[src/rtl/exp_beh_pkg.sv]
// Shared defaults and helpers for the exp_beh triple-redundant majority voter.
package exp_beh_pkg;

  localparam int unsigned WIDTH_DEF = 1;
  localparam int unsigned CNT_W_DEF = 8;

  // Saturating +1 for a counter of width w (w <= 32), carried in a 32-bit container.
  function automatic logic [31:0] sat_inc(input logic [31:0] v, input int unsigned w);
    logic [31:0] max_v;
    if (w >= 32) max_v = 32'hFFFF_FFFF;
    else         max_v = (32'd1 << w) - 32'd1;
    if (v >= max_v) return max_v;
    return v + 32'd1;
  endfunction

endpackage

[src/rtl/exp_beh_maj3.sv]
// Bitwise 2-of-3 majority vote with per-input outvoted lane masks.
module exp_beh_maj3
  import exp_beh_pkg::*;
#(
  parameter int unsigned WIDTH = WIDTH_DEF
) (
  input  logic [WIDTH-1:0] a,
  input  logic [WIDTH-1:0] b,
  input  logic [WIDTH-1:0] c,
  output logic [WIDTH-1:0] y,
  output logic [WIDTH-1:0] mis_a_c,
  output logic [WIDTH-1:0] mis_b_c,
  output logic [WIDTH-1:0] mis_c_c
);

  assign y       = (a & b) | (b & c) | (c & a);
  assign mis_a_c = a ^ y;
  assign mis_b_c = b ^ y;
  assign mis_c_c = c ^ y;

endmodule

[src/rtl/exp_beh.sv]
// Registered TMR majority voter with fault flags; EXP_BEH_FAULT_CNT_EN adds
// saturating per-input fault counters (tied to zero when undefined).
module exp_beh
  import exp_beh_pkg::*;
#(
  parameter int unsigned WIDTH = WIDTH_DEF,
  parameter int unsigned CNT_W = CNT_W_DEF
) (
  input  logic             clk,
  input  logic             rst,
  input  logic             in_valid,
  input  logic [WIDTH-1:0] A,
  input  logic [WIDTH-1:0] B,
  input  logic [WIDTH-1:0] C,
  output logic [WIDTH-1:0] Y,
  output logic             out_valid,
  output logic             disagree,
  output logic             fault_a,
  output logic             fault_b,
  output logic             fault_c,
  output logic [CNT_W-1:0] err_cnt_a,
  output logic [CNT_W-1:0] err_cnt_b,
  output logic [CNT_W-1:0] err_cnt_c
);

  logic [WIDTH-1:0] maj_c, mis_a_c, mis_b_c, mis_c_c;

  logic [WIDTH-1:0] y_q, y_d;
  logic             valid_q, valid_d;
  logic             dis_q, dis_d;
  logic             fa_q, fa_d, fb_q, fb_d, fc_q, fc_d;

  exp_beh_maj3 #(.WIDTH(WIDTH)) u_maj3 (
    .a       (A),
    .b       (B),
    .c       (C),
    .y       (maj_c),
    .mis_a_c (mis_a_c),
    .mis_b_c (mis_b_c),
    .mis_c_c (mis_c_c)
  );

  // Flags only describe the cycle just sampled; Y alone persists across idle cycles.
  always_comb begin
    y_d     = y_q;
    valid_d = in_valid;
    fa_d    = in_valid & (|mis_a_c);
    fb_d    = in_valid & (|mis_b_c);
    fc_d    = in_valid & (|mis_c_c);
    dis_d   = fa_d | fb_d | fc_d;
    if (in_valid) y_d = maj_c;
  end

  always_ff @(posedge clk) begin
    if (rst) begin
      y_q     <= '0;
      valid_q <= 1'b0;
      dis_q   <= 1'b0;
      fa_q    <= 1'b0;
      fb_q    <= 1'b0;
      fc_q    <= 1'b0;
    end else begin
      y_q     <= y_d;
      valid_q <= valid_d;
      dis_q   <= dis_d;
      fa_q    <= fa_d;
      fb_q    <= fb_d;
      fc_q    <= fc_d;
    end
  end

  assign Y         = y_q;
  assign out_valid = valid_q;
  assign disagree  = dis_q;
  assign fault_a   = fa_q;
  assign fault_b   = fb_q;
  assign fault_c   = fc_q;

`ifdef EXP_BEH_FAULT_CNT_EN
  logic [CNT_W-1:0] cnt_a_q, cnt_a_d, cnt_b_q, cnt_b_d, cnt_c_q, cnt_c_d;

  // Each counter advances independently so coincident faults all get recorded.
  always_comb begin
    cnt_a_d = cnt_a_q;
    cnt_b_d = cnt_b_q;
    cnt_c_d = cnt_c_q;
    if (fa_d) cnt_a_d = CNT_W'(sat_inc(32'(cnt_a_q), CNT_W));
    if (fb_d) cnt_b_d = CNT_W'(sat_inc(32'(cnt_b_q), CNT_W));
    if (fc_d) cnt_c_d = CNT_W'(sat_inc(32'(cnt_c_q), CNT_W));
  end

  always_ff @(posedge clk) begin
    if (rst) begin
      cnt_a_q <= '0;
      cnt_b_q <= '0;
      cnt_c_q <= '0;
    end else begin
      cnt_a_q <= cnt_a_d;
      cnt_b_q <= cnt_b_d;
      cnt_c_q <= cnt_c_d;
    end
  end

  assign err_cnt_a = cnt_a_q;
  assign err_cnt_b = cnt_b_q;
  assign err_cnt_c = cnt_c_q;
`else
  assign err_cnt_a = '0;
  assign err_cnt_b = '0;
  assign err_cnt_c = '0;
`endif

endmodule

[config.mk]
export PLATFORM = sky130hd
export DESIGN_NAME = exp_beh
export DESIGN_NICKNAME = d
export VERILOG_FILES = /design/src/rtl/exp_beh_pkg.sv /design/src/rtl/exp_beh_maj3.sv /design/src/rtl/exp_beh.sv
export SDC_FILE = /design/constraint.sdc
export NUM_CORES = 1
export LEC_CHECK = 0
export BUFFER_PORTS_ARGS = -buffer_cell sky130_fd_sc_hd__clkbuf_2
export CORE_AREA = 2 2 39 41
export CTS_CLUSTER_DIAMETER = 30
export CTS_CLUSTER_SIZE = 14
export DETAILED_ROUTE_END_ITERATION = 12
export DIE_AREA = 0 0 41 43
export PLACE_DENSITY = 0.78
export RECOVER_POWER = 100
export SLEW_MARGIN = 20
export SYNTH_ARGS = -nofsm -noshare
export SYNTH_HDL_FRONTEND = slang
export SYNTH_SLANG_ARGS = --single-unit
[constraint.sdc]
create_clock -name clk -period 0.9 [get_ports clk]
set_input_delay 0.09 -clock clk [delete_from_list [all_inputs] [get_ports clk]]
set_output_delay 0.09 -clock clk [all_outputs]
set_load 0.005 [all_outputs]
==> impl_metrics.csv <==
group,metric,value,unit
drt,ant_nets,0,
placed_design,place_ws,0.06656,ns
synthesis,synth_enable_flop_cells,0,
clocking,cts.sinks,6,
sta,rsz0062_at_grt,"false",
cells_and_area,num_antenna_cells,0,
sta,fin_crit_sh,84.24,%
synthesis,synth.most_common_cell,"buf_4",
pwr,p_comb_share,13.9,%
synthesis,synth.area.top_cells,"buf_4 (43%), dfxtp_1 (27%), or3b_1 (6.0%)",
worst_hold_path,hp-class,"in2reg",
floorplanning,row_count,14,
pwr,switchingPower,145.0,uW
synthesis,yosysTopAreaCell,"buf_4",
floorplanning,dieArea,0.001763,sq mm
drt,first_iter_violations,0,
sta,setup_viol,0,
cells_and_area,nFillCells,166,
clocking,cts_hold_buf,0,
clocking,root_buffer,"clkbuf_4",
worst_hold_path,hp-start,"rst",
synthesis,yosysWarnings,0,
critical_path,criticalPathCategory,"reg2out",
drt,drt_first_pass_iters,1,
sta,max_freq,1319,MHz
synthesis,syn_avg_cell_area,8.611,sq um
critical_path,crit_buf_inv,1,
critical_path,startpoint,"Y",
cells_and_area,final_layout_size_suffix_gt1_share,11.29,%
clocking,clkSlewWorstSetupHoldPaths,0.04,ns
drt,routed_wirelength,561,um
critical_path,start_kind,"flip-flop",
synthesis,synthesis.area,439.2,sq um
synthesis,syn_inst,51,
critical_path,critPathSlowestCell,"dfxtp_1",
critical_path,crit_path_max_incr_delay,0.32,ns
global_route,grt_first_pass_wirelength,621,um
job,drv_cap,0,
clocking,clk-insertion-delay-late,0.24,ns
synthesis,ys_types,16,
synthesis,synth_top_area_share,42.74,%
clocking,clockBufferDepth,2,
pwr,intPower,456.4,uW
sta,maxSlewViolCount,0,
clocking,cts_made_buffers,3,
pwr,p_leak,0.0002026,uW
critical_path,required,0.81,ns
sta,min_period,0.7582,ns
pwr,power.total,601.4,uW
placed_design,dp.final_hpwl,450.4,um
critical_path,path_cells,"clkbuf_1",
pwr,ir_drop,0.2258,mV
critical_path,cp_max_fo,2,
pwr,power_density,1465,mW/mm^2
critical_path,cp_top_family,"flip-flops",
global_route,first_global_vias,181,
sta,fin_tns_setup,0,ns
clocking,ctsResizeCount,0,
critical_path,timing.rr.start,"Y",
synthesis,ys_seq_area_share,27.35,%
global_route,grt.overflow.total,0,
clocking,cts-htree-levels,1,
sta,hold_ws,0.04750,ns
drt,routed_via_density,3.641,
cells_and_area,post-route-util,29.66,%
global_route,antenna_found_initial,0,
sta,skew,0,ns
synthesis,ys_ff_latch,6,
drt,post-route-drc-count,0,
sta,finalWorstSetupSlack,0.1418,ns
cells_and_area,area_delta_synth_final,-6.553,%
run_status,outcome,"finished clean",
pwr,clockPowerShare,39.0,%
synthesis,async_flop_share,0,%
floorplanning,start_util,31.74,%
floorplanning,core,0.001384,sq mm
pwr,p_seq_share,47.1,%
floorplanning,die_w,41,um
clocking,cts_setup_buffers,0,
global_route,grt_max_degree,11,
synthesis,ys.flop_type,"dfxtp_1",
cells_and_area,nets,70,
pwr,sw_frac_of_total,24.11,%
synthesis,synthTopCellsByCount,"buf_4 (25), dfxtp_1 (6), nand3b_1 (3), or3b_1 (3)",
floorplanning,ioPinCount,36,
floorplanning,die_y,43,um
drt,avgRoutedWirePerCell,7.192,um
critical_path,end_kind,"output pin",
sta,hold_viol_final,0,
placed_design,io_buffer_count,11,
drt,vias,284,
clocking,cts_tree,"built",
placed_design,place_congestion,0.5683,
global_route,track_usage,5.400,%
critical_path,worstPathArrival,0.67,ns
sequential cells by signal, summed over array words and instances (netlist names):
register	count
fault_a	1
fault_c	1
disagree	1
out_valid	1
fault_b	1
Y	1
cell type report:
class	count	area, sq um	area share [%]
clock buffers	3	22.52	5.488
inverters	1	3.754	0.9146
multi-input cells	41	198.9	48.48
flip-flops and latches	6	120.1	29.27
well taps	16	20.02	4.878
repair buffers	11	45.04	10.98
per-stage QoR:
step | instance area, sq um | instances
after floorplan | 525.5 | 74
after global placement | 401.6 | 75
after detailed placement | 401.6 | 75
after CTS | 424.2 | 78
after global routing | 410.4 | 78
final | 410.4 | 78
power by group through the flow:
| stage | logic (uW) | clock network, uW | registers (uW) |
|---|---|---|---|
| after floorplan | 137 | 0 | 289 |
| after global routing | 97.0 | 253 | 285 |
| after global placement | 84.6 | 0 | 287 |
| final | 83.6 | 235 | 283 |
| after detailed placement | 87.3 | 0 | 288 |
| after CTS | 87.8 | 250 | 283 |
cells by family (layout without fill, tap and decap cells):
kind of cell	count (synthesis)	in the layout	share of synthesized area [%]
simple gates	12	12	18.23
compound gates	5	5	7.407
flops	6	6	27.35
buf+inv	27	15	46.15
other cells	1	24	0.8539
layout by cell type (no fill, tap or decap):
cell type   n
conb_1     24
clkbuf_1    8
dfxtp_1     6
nand3b_1    3
or3b_1      3
a21oi_1     3
clkbuf_4    3
clkbuf_2    3
nor3_1      2
nand2b_1    1
and3_2      1
o21ai_0     1
nand2_1     1
nor2_1      1
a311oi_1    1
inv_1       1
per-layer routing:
metal | routed length, um | track usage [%]
met5 | 0 | 0
met4 | 0 | 8.000
met3 | 79 | 0
met2 | 285 | 9.063
met1 | 196 | 4.127
path summary, 6_finish.rpt:
kind / end / slack, ns / cells past startpoint
max: Y / 0.14 / 1
min: Y / 0.05 / 2
max reg2reg: Y / 0.20 / 2
min reg2reg: Y / 0.51 / 2
Power figures use the tool's default switching activity.
